[config.mk]
export PLATFORM = sky130hd
export DESIGN_NAME = idct_whole
export DESIGN_NICKNAME = d
export VERILOG_FILES = /design/src/rtl/idct_pkg.sv /design/src/rtl/idct4_1d.sv /design/src/rtl/idct_whole.sv
export SDC_FILE = /design/constraint.sdc
export NUM_CORES = 2
export LEC_CHECK = 0
export CAP_MARGIN = 30
export CORE_MARGIN = 2
export CORE_UTILIZATION = 26
export DETAILED_ROUTE_END_ITERATION = 10
export PLACE_DENSITY = 0.36
export SLEW_MARGIN = 5
export SYNTH_ARGS = -nofsm -noshare
export SYNTH_HDL_FRONTEND = slang
export SYNTH_SLANG_ARGS = --single-unit
[constraint.sdc]
create_clock -name clk -period 12.4 [get_ports clk]
set_clock_uncertainty 0.05 [all_clocks]
set_input_delay 3.72 -clock clk [delete_from_list [all_inputs] [get_ports clk]]
set_output_delay 3.72 -clock clk [all_outputs]
set_load 0.005 [all_outputs]
[src/rtl/idct_pkg.sv]
// Shared widths, rounding constant and sample types for the 4x4 inverse transform.
package idct_pkg;

  localparam int DW    = 25;
  localparam int IW    = 28;
  localparam int SHIFT = 6;

  typedef logic signed [DW-1:0] sample_t;
  typedef logic signed [IW-1:0] inter_t;

  localparam inter_t RND = inter_t'(1 << (SHIFT - 1));

endpackage

[src/rtl/idct4_1d.sv]
// Combinational H.264-style 4-point inverse kernel; optionally rounds and
// shifts the result down for the final column pass.
module idct4_1d
  import idct_pkg::*;
#(
  parameter int OW    = IW,
  parameter bit ROUND = 1'b0
) (
  input  logic [IW-1:0] x0,
  input  logic [IW-1:0] x1,
  input  logic [IW-1:0] x2,
  input  logic [IW-1:0] x3,
  output logic [OW-1:0] y0,
  output logic [OW-1:0] y1,
  output logic [OW-1:0] y2,
  output logic [OW-1:0] y3
);

  inter_t e0, e1, e2, e3;
  inter_t s0, s1, s2, s3;

  always_comb begin
    e0 = inter_t'(x0) + inter_t'(x2);
    e1 = inter_t'(x0) - inter_t'(x2);
    e2 = (inter_t'(x1) >>> 1) - inter_t'(x3);
    e3 = inter_t'(x1) + (inter_t'(x3) >>> 1);
    s0 = e0 + e3;
    s1 = e1 + e2;
    s2 = e1 - e2;
    s3 = e0 - e3;
  end

  // The rounded form floors toward minus infinity after adding half an LSB.
  generate
    if (ROUND) begin : g_rnd
      assign y0 = OW'((s0 + RND) >>> SHIFT);
      assign y1 = OW'((s1 + RND) >>> SHIFT);
      assign y2 = OW'((s2 + RND) >>> SHIFT);
      assign y3 = OW'((s3 + RND) >>> SHIFT);
    end else begin : g_raw
      assign y0 = OW'(s0);
      assign y1 = OW'(s1);
      assign y2 = OW'(s2);
      assign y3 = OW'(s3);
    end
  endgenerate

endmodule

[src/rtl/idct_whole.sv]
// Streaming 4x4 inverse transform: row pass into a ping-pong buffer, then a
// rounded column pass that emits one reconstructed column per clock.
module idct_whole
  import idct_pkg::*;
(
  input  logic          clk,
  input  logic          reset,
  input  logic [DW-1:0] d_in_1_ori,
  input  logic [DW-1:0] d_in_2_ori,
  input  logic [DW-1:0] d_in_3_ori,
  input  logic [DW-1:0] d_in_4_ori,
  output logic [DW-1:0] d_out_5_fin,
  output logic [DW-1:0] d_out_6_fin,
  output logic [DW-1:0] d_out_7_fin,
  output logic [DW-1:0] d_out_8_fin
);

  logic [IW-1:0] rx [4];
  logic [IW-1:0] ry [4];
  logic [IW-1:0] cx [4];
  logic [DW-1:0] cy [4];

  logic [1:0]    cnt;
  logic          wsel;
  logic [IW-1:0] mem [2][4][4];

  assign rx[0] = {{(IW-DW){d_in_1_ori[DW-1]}}, d_in_1_ori};
  assign rx[1] = {{(IW-DW){d_in_2_ori[DW-1]}}, d_in_2_ori};
  assign rx[2] = {{(IW-DW){d_in_3_ori[DW-1]}}, d_in_3_ori};
  assign rx[3] = {{(IW-DW){d_in_4_ori[DW-1]}}, d_in_4_ori};

  idct4_1d #(.OW(IW), .ROUND(1'b0)) u_row (
    .x0(rx[0]), .x1(rx[1]), .x2(rx[2]), .x3(rx[3]),
    .y0(ry[0]), .y1(ry[1]), .y2(ry[2]), .y3(ry[3])
  );

  // One counter serves both passes: row r of the write bank and column r of
  // the read bank are handled on the same edge.
  generate
    for (genvar i = 0; i < 4; i++) begin : g_col
      assign cx[i] = mem[~wsel][i][cnt];
    end
  endgenerate

  idct4_1d #(.OW(DW), .ROUND(1'b1)) u_col (
    .x0(cx[0]), .x1(cx[1]), .x2(cx[2]), .x3(cx[3]),
    .y0(cy[0]), .y1(cy[1]), .y2(cy[2]), .y3(cy[3])
  );

  always_ff @(posedge clk or negedge reset) begin
    if (!reset) begin
      cnt         <= '0;
      wsel        <= 1'b0;
      d_out_5_fin <= '0;
      d_out_6_fin <= '0;
      d_out_7_fin <= '0;
      d_out_8_fin <= '0;
      for (int b = 0; b < 2; b++)
        for (int i = 0; i < 4; i++)
          for (int j = 0; j < 4; j++)
            mem[b][i][j] <= '0;
    end else begin
      for (int j = 0; j < 4; j++)
        mem[wsel][cnt][j] <= ry[j];
      cnt <= cnt + 2'd1;
      if (cnt == 2'd3)
        wsel <= ~wsel;
      d_out_5_fin <= cy[0];
      d_out_6_fin <= cy[1];
      d_out_7_fin <= cy[2];
      d_out_8_fin <= cy[3];
    end
  end

endmodule

# Yosys cells after proc, flatten, opt, wreduce, memory -nomap -nowiden
# Index checks and enable logic that the tools add are counted.
# word_totals
reg_bits	987
out_inout_bits	100
wordCells	106
# op_classes
add_sub_neg	21
n_lt_le_gt_ge	5
eq_ne	1
mux	35
bitwise_logic	4
n_reduce_logical	2
# ops
op	n
$bwmux W896	4
$mux W448	7
$demux W448 S1	4
$demux W112 S2	4
$mux W28	9
$bmux W28 S2	4
$add A28 B28 Y28	4
$add A28 B7 Y28 const B	4
$mux W112	1
$sub A28 B28 Y28	4
$mux W84	1
$mux W56	1
$add A28 B27 Y28	1
$sub A27 B28 Y28	1
$add A26 B26 Y27	1
$sub A26 B26 Y27	1
$add A25 B24 Y26	1
$add A25 B25 Y26	1
$sub A24 B25 Y26	1
$sub A25 B25 Y26	1
$ge A2 B2 Y1 const B	2
$not A1 Y2	2
$ge A3 B3 Y1 const B	1
$lt A3 B1 Y1 const B	1
other kinds (6)	7

# Logic depth before layout (Yosys ltp)
# depth
depth_word	11
ltp_mapped	34
ltp_nobuf	30

# Cells and area by module
# From an unflattened synthesis, not the netlist that was laid out.
# unflattened
cells_unflattened	5420
area_unflattened_um2	63902.5
# modules_own_cells
mod	n_inst	cells_per_inst	area_each_um2	seq_area_each_um2
idct_whole	1	2405	42504.5	24999.0
idct4_1d at u_row	1	1553	10736.5	0.0
idct4_1d at u_col	1	1462	10661.5	0.0

# Worst setup path after synthesis
# OpenSTA, ideal clock, no wires.
# synth_path
path_kind	input to register
from	input d_in_1_ori[0]
to	register mem[164] in the netlist's numbering
setup_time_ns	0.140
arrival_ns	8.319
required_ns	12.210
path_slack_ns	3.891
cell_stages	23
cell_sequence	inv_1 -> ha_1 -> inv_1 -> fa_1 -> a21o_1 -> a21oi_1 -> o21bai_1 -> a211oi_1 -> nor2_1 -> a21o_1 -> a21oi_1 -> xnor2_1 -> ha_1 -> buf_2 -> or4_4 -> or4_1 -> nor3_1 -> nor2b_1 -> nor3_1 -> o31ai_1 -> a311oi_1 -> xnor2_1 -> o21ai_0
# synth_via
elab_chain_len	6
# synth_rtl
item	line_no	source
from (decl)	idct_whole.sv:8	input logic [DW-1:0] d_in_1_ori,
$add A25 B25 Y26	idct4_1d.sv:23	e0 = inter_t'(x0) + inter_t'(x2);
$add A26 B26 Y27	idct4_1d.sv:27	s0 = e0 + e3;
$bwmux W896 (3 in a row)	idct_whole.sv:64	mem[wsel][cnt][j] <= ry[j];
$bwmux W896 *	idct_whole.sv:64	
to (signal, indexed assignment)	idct_whole.sv:64	
to (decl)	idct_whole.sv:25	logic [IW-1:0] mem [2][4][4];
# Mark *: on every way between the ends. The rest lies on a longest branch, timed or not.
# A chain may end at the register's enable or synchronous reset.

# Worst setup path in the final report
# layout_path
from	input d_in_3_ori[0]
to	register mem[612] in the netlist's numbering
# layout_via
elab_chain_len	6
# layout_rtl
item	line_no	source
from (decl)	idct_whole.sv:10	input logic [DW-1:0] d_in_3_ori,
$add A25 B25 Y26	idct4_1d.sv:23	
$add A26 B26 Y27	idct4_1d.sv:27	
$bwmux W896 (3 in a row)	idct_whole.sv:64	
$bwmux W896 *	idct_whole.sv:64	
# Marks and branches as above.

==> summary.txt <==
Setup path
  – Crit path arrival time: 10340 ps
  – Critical R2R Capture: d_out_8_fin[21]
  – Reg2reg start: wsel
  – Worst reg2reg path depth: 31
  – Setup CP Type: in2reg
  – Worst Path Required: 12930 ps
  – Worst setup SP type: primary input
  – CP endpoint kind: register
  – Critical Path Fanout Max: 9
  – R2r setup slk: 3450 ps

Synthesis
  – Area fraction of the dominant cell type after synthesis: 40.0%
  – Ys flop type: dfrtp_1
  – Syn_nets: 7167
  – Cells after Synth: 6533
  – Seq/Total Area, Yosys: 40.0%
  – Seq cells post-synth: 963
  – Synth top area cells: dfrtp_1 40%, ha_1 11%, mux4_2 8.2%, nand2_1 8.0%, o21ai_0 7.8%
  – Netlist cell types: 93
  – Synthesized area: 60300 sq um
  – Area leader, netlist: dfrtp_1
  – Async SR Flop Fraction: 100%
  – Synth warnings: 0
  – EDFF count, synth: 0
  – Synthesized area per cell: 9.23 sq um

Clock network
  – Clk buf depth: 3
  – Clock transition at the registers of the reported paths: 60 ps
  – Post-CTS setup buffers: 0
  – Resized cells post-CTS: 0
  – Worst skew pair latency: 760 ps
  – Htree depth: 3
  – Number of clock sinks: 963
  – CTS tree: yes
  – CTS buffer count: 111
  – Post-CTS Hold Buffers: 0
  – CTS root buffer: clkbuf_16

STA
  – RSZ-0062 raised after global routing: no
  – Relative slew margins: 25.3%
  – Post-route clock period utilization: 79.1%
  – Final setup vio count: 0
  – Setup TNS: 0 ps
  – Slew @ Worst Pin: 1120 ps
  – Final Hold Violating Endpoints: 0
  – Tmin final: 9810 ps
  – Max-slew violations: 0
  – Fmax: 0.102 GHz

Routing
  – DR DRC count: 0
  – Iter 0 DRT Violations: 2747
  – Via/cell ratio: 4.73
  – DR WL/cell: 20.9 um
  – Final wirelength: 203000 um
  – Routed Antenna Nets: 0
  – Detailed Routing Iterations Pass 1: 5
  – Total number of vias: 45900

Die
  – # rows: 176
  – Initial Util: 26.2%
  – Die width: 485 um
  – Die Y: 485 um
  – I/O Pins: 202
  – Die area: 236000 sq um
  – CORE AREA: 230000 sq um

Finish
  – P&R area growth vs syn: 15.5%
  – Fillers: 24300
  – FF/Latch Area: 24100 sq um
  – Layout Nets: 7227
  – Multi-input combinational cell area: 33400 sq um
  – Share of cells above drive strength 1: 8.55%

Global route
  – Grt total ovfl: 0
  – Largest net degree at the start of global routing: 152
  – Initial antenna violation count: 17
  – Vias in the first global route: 47300
  – First-pass GRT wire length: 306000 um
  – GRT Overall Usage: 17.1%

Status
  – Status: finished, final reports clean

Place
  – DP Wirelength: 149000 um
  – Port buffer count: 201
  – Global placement routability congestion: 0.804

Min path
  – Hold path endpoint: mem[762]
  – Hold Path Stages: 2
  – Hold_sp: mem[762]
  – Worst min-delay path class: reg2reg

Run
  – Max-cap viol count: 0
## cells in the final DEF (no fill, tap or decap), types with 10 or more instances in the layout
cell type	n
a31oi_1	36
o21bai_1	87
o21a_1	44
a21o_1	94
mux2i_1	20
inv_1	399
nand2b_1	43
or2_2	13
clkbuf_1	33
clkdlybuf4s50_1	200
nor2b_1	44
nand4_1	21
and2_1	72
a211oi_1	13
or3_1	20
xnor2_1	233
dfrtp_1	960
mux4_2	220
nor2_1	291
a21oi_1	278
o31ai_1	29
mux2_2	10
nand3_1	57
clkbuf_16	111
o311ai_0	11
o21ai_0	935
nor3_1	92
o21ai_1	13
buf_4	88
and3_1	19
fa_1	12
clkbuf_8	30
o31a_1	10
ha_1	520
xor2_1	96
nand2_1	1284
## cell usage after synthesis (all sizes together) (92+ instances only)
master / count
clkbuf: 299
mux4: 220
xnor2: 242
ha: 520
a21oi: 279
inv: 399
nor2: 291
nand2: 1288
dfrtp: 963
o21ai: 949
a21o: 94
nor3: 92
xor2: 97
## cells by family (layout without fill, tap and decap cells)
family                   count (synthesis)  count (layout)  synth area share [%]
other                                    0               7                     0
AND/OR/NAND/NOR                       2012            2012                  14.2
AO/OA/AOI/OAI                         1673            1673                  16.1
buffers and inverters                  763             909                  4.86
XOR/XNOR                               340             340                  4.98
multiplexers                           250             250                  8.74
flip-flops                             963             963                  40.0
adder cells (fa/ha/maj)                532             532                  11.2
## how the worst max path moves through the flow
stage | start | end | slack, ps | cells past startpoint
after floorplan | d_in_1_ori[0] | mem[164] | 3890 | 23
after global placement | d_in_1_ori[0] | mem[130] | 1820 | 22
after detailed placement | d_in_1_ori[1] | mem[361] | 1850 | 25
after CTS | d_in_1_ori[1] | mem[361] | 2700 | 25
after global routing | d_in_1_ori[1] | mem[473] | 2170 | 25
final | d_in_3_ori[0] | mem[612] | 2590 | 22
## layer usage
layer / wire length (um) / vias to the layer above / part of all wire, % / track usage (%)
met4: 4190 / 4 / 2.1 / 4.20
met3: 8690 / 203 / 4.3 / 2.20
li1: - / 22600 / - / -
met5: 40 / - / 0.020 / 0
met2: 88300 / 794 / 44 / 26.5
met1: 101000 / 22300 / 50 / 25.0
## flip-flops by register name, indices dropped and copies added (netlist names)
register,cells
d_out_7_fin,22
d_out_5_fin,22
cnt,2
d_out_8_fin,22
mem,872
d_out_6_fin,22
wsel,1
## area by class of cell
type	count	area share (%)
clock buffer	174	4.76
clock inverter	25	0.573
tap	3026	5.44
antenna	7	0.0252
sequential	963	34.6
multi-input combinational	4807	48.0
timing repair buffer	309	4.45
inverter	401	2.17
## through the flow
stage	setup slack [ps]	utilization [%]	area [sq um]	cells	hold WS (ps)
6_report	2590	30.2	69600	9712	424
5_1_grt	2170	30.2	69600	9706	442
3_5_place_dp	1850	28.6	65800	9498	413
4_1_cts	2700	30.2	69500	9697	428
3_3_place_gp	1820	28.4	65400	9464	405
2_1_floorplan	3890	-	60300	6533	390
## worst max-delay path: stages
cell,delay (ps)
clkdlybuf4s50_1,510
ha_1,190
inv_1,60
fa_1,400
a21o_1,180
a21oi_1,220
o21bai_1,150
a211oi_1,460
nor2_1,220
a21o_1,210
a21oi_1,180
xnor2_1,190
ha_1,390
or4_4,590
or4_1,430
nor3_1,250
nor2b_1,230
nor3_1,80
o31ai_1,420
a311oi_1,210
xnor2_1,810
o21ai_0,220
Power is not shown: default switching activity piles up to over one toggle a cycle in this logic, so the estimate is an artifact.
